## src/rtl/mul_pkg.sv

```systemverilog
// Shared defaults and types for the pipelined unsigned shift-add multiplier.
package mul_pkg;

    localparam int unsigned WIDTH_DEF = 8;
    localparam int unsigned BPS_DEF   = 2;

    typedef logic [WIDTH_DEF-1:0]   operand_t;
    typedef logic [2*WIDTH_DEF-1:0] product_t;

    typedef struct packed {
        logic     valid;
        operand_t mcand;
        operand_t mplier;
        product_t psum;
    } stage_t;

endpackage

```

## src/rtl/mul_stage.sv

```systemverilog
// One registered multiplier stage: adds mcand times the low BPS multiplier bits,
// weighted by the stage position, then retires those bits from the residue.
module mul_stage
    import mul_pkg::*;
#(
    parameter int unsigned K     = 0,
    parameter int unsigned WIDTH = WIDTH_DEF,
    parameter int unsigned BPS   = BPS_DEF
) (
    input  logic               clk,
    input  logic               rstn,
    input  logic               src_valid,
    input  logic [WIDTH-1:0]   src_mcand,
    input  logic [WIDTH-1:0]   src_mplier,
    input  logic [2*WIDTH-1:0] src_psum,
    output logic               valid,
    output logic [WIDTH-1:0]   mcand,
    output logic [WIDTH-1:0]   mplier,
    output logic [2*WIDTH-1:0] psum
);

    logic [2*WIDTH-1:0] term;

    always_comb begin
        term = ({{WIDTH{1'b0}}, src_mcand} * {{(2*WIDTH-BPS){1'b0}}, src_mplier[BPS-1:0]}) << (K*BPS);
    end

    // Valid advances every cycle; data only loads behind a valid token.
    always_ff @(posedge clk or negedge rstn) begin
        if (!rstn) begin
            valid  <= 1'b0;
            mcand  <= '0;
            mplier <= '0;
            psum   <= '0;
        end else begin
            valid <= src_valid;
            if (src_valid) begin
                mcand  <= src_mcand;
                mplier <= src_mplier >> BPS;
                psum   <= src_psum + term;
            end
        end
    end

endmodule

```

## src/rtl/mul_pipe.sv

```systemverilog
// Pipelined unsigned shift-add multiplier: one operand pair per cycle,
// full-width product STAGES cycles later, order preserved.
module mul_pipe
    import mul_pkg::*;
#(
    parameter int unsigned WIDTH = WIDTH_DEF,
    parameter int unsigned BPS   = BPS_DEF
) (
    input  logic               clk,
    input  logic               rstn,
    input  logic [WIDTH-1:0]   Xin,
    input  logic [WIDTH-1:0]   Yin,
    input  logic               i_valid,
    output logic [2*WIDTH-1:0] Zout,
    output logic               o_valid
);

    localparam int unsigned STAGES = WIDTH / BPS;

    if (WIDTH % BPS != 0) begin : g_bad_bps
        $error("mul_pipe: WIDTH must be a multiple of BPS");
    end

    logic               v  [STAGES+1];
    logic [WIDTH-1:0]   mc [STAGES+1];
    logic [WIDTH-1:0]   mp [STAGES+1];
    logic [2*WIDTH-1:0] ps [STAGES+1];

    assign v[0]  = i_valid;
    assign mc[0] = Xin;
    assign mp[0] = Yin;
    assign ps[0] = '0;

    for (genvar k = 0; k < STAGES; k++) begin : g_stage
        mul_stage #(
            .K     (k),
            .WIDTH (WIDTH),
            .BPS   (BPS)
        ) u_stage (
            .clk        (clk),
            .rstn       (rstn),
            .src_valid  (v[k]),
            .src_mcand  (mc[k]),
            .src_mplier (mp[k]),
            .src_psum   (ps[k]),
            .valid      (v[k+1]),
            .mcand      (mc[k+1]),
            .mplier     (mp[k+1]),
            .psum       (ps[k+1])
        );
    end

    // The final stage's operand copies have no consumer.
    logic unused_tail;
    assign unused_tail = ^{mc[STAGES], mp[STAGES]};

    // Output register: Zout holds the last valid product across bubbles.
    always_ff @(posedge clk or negedge rstn) begin
        if (!rstn) begin
            o_valid <= 1'b0;
            Zout    <= '0;
        end else begin
            o_valid <= v[STAGES];
            if (v[STAGES]) begin
                Zout <= ps[STAGES];
            end
        end
    end

    assert property (@(posedge clk) disable iff (!rstn) !$isunknown(i_valid))
        else $error("mul_pipe: i_valid is unknown");

endmodule

```

## config.mk

```make
export PLATFORM = sky130hd
export DESIGN_NAME = mul_pipe
export DESIGN_NICKNAME = d
export VERILOG_FILES = /design/src/rtl/mul_pkg.sv /design/src/rtl/mul_stage.sv /design/src/rtl/mul_pipe.sv
export SDC_FILE = /design/constraint.sdc
export NUM_CORES = 1
export LEC_CHECK = 0
export ABC_AREA = 1
export CAP_MARGIN = 10
export CORE_MARGIN = 1.5
export CORE_UTILIZATION = 35
export DETAILED_ROUTE_END_ITERATION = 6
export GPL_TIMING_DRIVEN = 0
export HOLD_SLACK_MARGIN = 0.08
export SLEW_MARGIN = 20
export SYNTH_ARGS = -nofsm -noshare
export SYNTH_HDL_FRONTEND = slang
export SYNTH_HIERARCHICAL = 1
export SYNTH_SLANG_ARGS = --single-unit
```

## constraint.sdc

```tcl
create_clock -name clk -period 3.7 [get_ports clk]
set_input_delay 0.37 -clock clk [delete_from_list [all_inputs] [get_ports clk]]
set_output_delay 0.37 -clock clk [all_outputs]
set_load 0.02 [all_outputs]
```

* Word level (Yosys, flattened, before mapping)
Cells that the tools add are included.
Word-level totals: register bits after elaboration 115, latch bits 0, RAM bits 0, bits in read-only memories 0, bits of input ports 19, output and inout port bits 17, word-level logic and storage cells 23, memories kept 0
Operators by class: add/sub/neg operators 3, multipliers 4, divide/modulo/power cells 0, magnitude comparators 0, equality and inequality tests 0, shift operators 0, multiplexer cells 0, bitwise operators 0, reduce and logical (&&, ||, !) cells 0
Operator list (number):
- $mul A8 B2 Y10 | 4
- $add A16 B14 Y16 | 1
- $add A16 B16 Y16 | 1
- $add A10 B12 Y13 | 1

* Depth between registers and ports, before layout
depth after elaboration 2, gate-level depth with buffers 23, mapped depth without buffers 22

* Hierarchy
The synthesis kept the hierarchy.
Modules (own cells, without submodules):
- mul_stage at g_stage[1].u_stage | times used 1, cells each 340, area each 2294.7 um^2, seq. area each 775.7 um^2
- mul_stage at g_stage[2].u_stage | times used 1, cells each 324, area each 2219.6 um^2, seq. area each 775.7 um^2
- mul_stage at g_stage[0].u_stage | times used 1, cells each 318, area each 2192.1 um^2, seq. area each 775.7 um^2
- mul_stage at g_stage[3].u_stage | times used 1, cells each 283, area each 2057.0 um^2, seq. area each 775.7 um^2
- mul_pipe | times used 1, cells each 70, area each 673.1 um^2, seq. area each 425.4 um^2

* Worst setup path before layout
No wires, ideal clock.
path type register -> register, start point register g_stage[2].u_stage.mplier[0], end point register g_stage[3].u_stage.psum[15], library setup time 117 ps, data arrival time 2610 ps, data required time 3583 ps, path slack 973 ps, stages on the path, launching flop included 21, path buffers 1, period minus slack after synthesis 2727 ps, path through dfrtp_1 -> clkbuf_1 -> nand2_1 -> inv_1 -> ha_1 -> inv_1 -> fa_1 -> inv_1 -> nand3_1 -> nand2_1 -> a31oi_1 -> xor2_1 -> ha_1 -> nand2_2 -> inv_1 -> a21oi_1 -> nand3_2 -> inv_1 -> nand2_1 -> nand3_1 -> nand2_1
On the way: word-level cells in the longest chain between the ends 2
RTL lines:
- from (decl) | line mul_stage.sv:18 | output logic [WIDTH-1:0] mplier,
- from (signal assigned) | line mul_stage.sv:39 | mplier <= src_mplier >> BPS;
- $mul A8 B2 Y10 | line mul_stage.sv:25 | term = ({{WIDTH{1'b0}}, src_mcand} * {{(2*WIDTH-BPS){1'b0}}, src_mplier[BPS-1:0]}) << (K*BPS);
- $add A16 B16 Y16 | line mul_stage.sv:40 | psum <= src_psum + term;
- to (signal assigned) | line mul_stage.sv:40
- to (decl) | line mul_stage.sv:19 | output logic [2*WIDTH-1:0] psum
No other way between the ends. A chain may end at the register's enable or synchronous reset.

==> impl_metrics.py <==
metrics = {
    "sta": {
        "grt_setup_unrepaired": "no",
        "slew_viol_final": 0,
        "slew-limit-headroom_pct": 59.14,
        "worst_slack_ps": 414.9,
        "fin_skew_ps": 9.383,
        "timing.final.crit_period_ps": 3285,
        "tightestPinTransition_ps": 612.9,
        "final.period_utilization_pct": 88.79,
        "fmax_ghz": 0.3044,
        "hold_viol_final": 0,
        "setup_viol": 0,
    },
    "setup_path": {
        "critPathKind": "register to register",
        "path_cells": "clkbuf_1 > nand2_1 > inv_1 > ha_1 > inv_1 > fa_1 > inv_1 > nand4_1 > o211ai_1 > nand2_1 > a21oi_1 > ha_1 > nand2_1 > inv_1 > a21boi_0 > nand4_1 > nand3_1 > nand2_1",
        "cpMaxStageDelayCell": "fa_1",
        "cp_slowest_stage_delay_ps": 400,
        "critPathTopFamily": "adder cells",
        "end_kind": "register",
        "cp_max_fo": 8,
        "r2r_setup_slack_ps": 410,
        "worst_ep_required_time_ps": 4010,
        "start_kind": "register",
        "path_buf_inv": 5,
        "worst_ep_arrival_time_ps": 3590,
    },
    "placement": {
        "dpl.hpwl_um": 14950,
        "placed_cell_area_mm2": 0.009515,
        "port_buffers": 33,
        "post-place-ws_ps": 463.8,
        "place.gp.congestion": 0.8698,
        "place_inst": 1632,
    },
    "global_route": {
        "antenna_found_initial": 0,
        "grt.overflow.total": 0,
        "grt_pass1_vias": 7052,
        "grt.total_usage_pct": 15.58,
        "grt_max_degree": 65,
        "grt_pass1_wl_um": 32430,
    },
    "power": {
        "intPower_w": 0.003335,
        "ir_worst_vdd_uv": 294.0,
        "pwr-share-seq_pct": 35.8,
        "swShare_pct": 36.37,
        "combinationalPowerShare_pct": 33.4,
        "switching_power_w": 0.001906,
        "clkPwrFrac_pct": 30.8,
        "power_w": 0.005241,
        "powerDensity_mw_per_mm2": 518.8,
        "p_leak_nw": 5.996,
    },
    "final_layout": {
        "layout.nets": 1425,
        "final_util_pct": 41.66,
        "final_cells": 1665,
        "antenna_cells": 0,
        "drive_gt1_share_pct": 6.264,
        "synthToLayoutAreaGrowth_pct": 17.10,
        "design_area_mm2": 0.01010,
    },
    "clock_tree": {
        "cts_tree": "done",
        "cts_num_sinks": 121,
        "htreeDepth": 4,
        "cts_root_buf": "clkbuf_16",
        "clk_latency_ps": 420,
        "tritoncts.num_buffers": 17,
        "path_clk_slew_ps": 60,
        "cts_setup_buffers": 0,
        "cts_buffer_depth": 2,
    },
    "synth": {
        "netlist_area_mm2": 0.008627,
        "syn_avg_cell_area_um2": 6.952,
        "syn_inst": 1241,
        "ys_warn_count": 6,
    },
    "detailed_routing": {
        "totalWireLength_um": 18740,
        "antenna_left": 0,
        "drtIter0Drc": 248,
        "met3_length_um": 395,
        "drt-pass1-iter-count": 4,
        "wire_per_inst_um": 11.25,
        "wl_met1_um": 8541,
        "highest_layer": "met4",
        "num_vias": 7341,
        "routed_via_density": 4.409,
        "drc_errors": 0,
        "dr_wl_met2_um": 9476,
    },
    "die": {
        "die_w_um": 160,
        "die-area_mm2": 0.02560,
        "start_util_pct": 35.58,
        "coreArea_mm2": 0.02425,
        "fp.dieH_um": 160,
        "placement_rows": 57,
        "ioPinCount": 36,
    },
    "status": {
        "status": "finished clean",
    },
    "worst_hold_path": {
        "hold_class": "register to register",
    },
    "flow_run": {
        "max_cap_viol_count": 0,
    },
}
[per-layer routing]
layer  up-vias  track usage, %
met2        78           28.40
met5         -               0
met4         0           4.928
li1       3943               -
met3        22           3.065
met1      3298           18.31
[metrics by stage]
stage / TNS, ps / hold WS [ps]
after floorplan: 0 / 74.41
final: 0 / 394.6
after detailed placement: 0 / 384.0
after global routing: 0 / 402.7
after CTS: 0 / 395.3
after global placement: -302320 / 380.2
[final cells by class]
type	instances	area (um^2)
clock buffers	18	429.2
well taps	324	405.4
clock inverters	14	147.6
multi-input cells	928	4783
flip-flops and latches	121	3028
fillers	2561	14150
repair buffers	35	369.1
inverters	192	725.7
plain buffers	33	214.0
[layout by cell type, fill, tap and decap left out, drive strengths merged]
cell	instances
o211ai	2
o21ai	23
xor2	12
conb	34
bufinv	2
ha	64
nand3b	4
nor2	48
nand3	80
xnor2	20
buf	22
dlygate4sd3	1
a21o	3
inv	195
clkbuf	31
a21oi	26
nand4	15
clkinv	7
or2	1
a21boi	2
fa	14
clkinvlp	2
dfrtp	121
nand2	574
clkdlybuf4s50	32
a31oi	4
o2111ai	1
nor3	1
[timing repair]
action / CTS / global route
hold endpoints to repair: 63 / 0
setup endpoints to repair: 0 / 0
hold buffers: 1 / 0
resized for setup: 0 / 0
[registers in the layout, summed over array words and instances, names as in the netlist]
register,flops
Zout,16
g_stage.u_stage/mcand,24
g_stage.u_stage/mplier,12
g_stage.u_stage/psum,64
g_stage.u_stage/valid,4
o_valid,1
[worst paths after layout]
path	start	endpoint	cells past startpoint
setup / recovery	g_stage[0].u_stage/mplier[0]	g_stage[1].u_stage/psum[13]	18
hold / removal	g_stage[0].u_stage/valid	g_stage[1].u_stage/valid	0
setup reg to reg	g_stage[0].u_stage/mplier[0]	g_stage[1].u_stage/psum[13]	18
hold reg to reg	g_stage[0].u_stage/valid	g_stage[1].u_stage/valid	0
max in group asynchronous	rstn	g_stage[0].u_stage/psum[6]	3
min in group asynchronous	rstn	Zout[14]	2
[worst reg2reg max path: stages, from the launching register on]
cell and delay (ps):
dfrtp_1 350, clkbuf_1 300, nand2_1 100, inv_1 90
ha_1 170, inv_1 60, fa_1 400, inv_1 90
nand4_1 90, o211ai_1 170, nand2_1 90, a21oi_1 200
ha_1 320, nand2_1 150, inv_1 50, a21boi_0 250
nand4_1 140, nand3_1 110, nand2_1 50
[power groups by stage]
stage | Clock [W] | Combinational (W) | Sequential (W)
global route | 0.00172 | 0.00201 | 0.00191
floorplan | 0 | 0.00123 | 0.00189
CTS | 0.00165 | 0.00177 | 0.00188
global placement | 0 | 0.00173 | 0.00189
detailed placement | 0 | 0.00176 | 0.00190
finish | 0.00161 | 0.00175 | 0.00187
No activity file was read; power rests on OpenSTA's default activity.
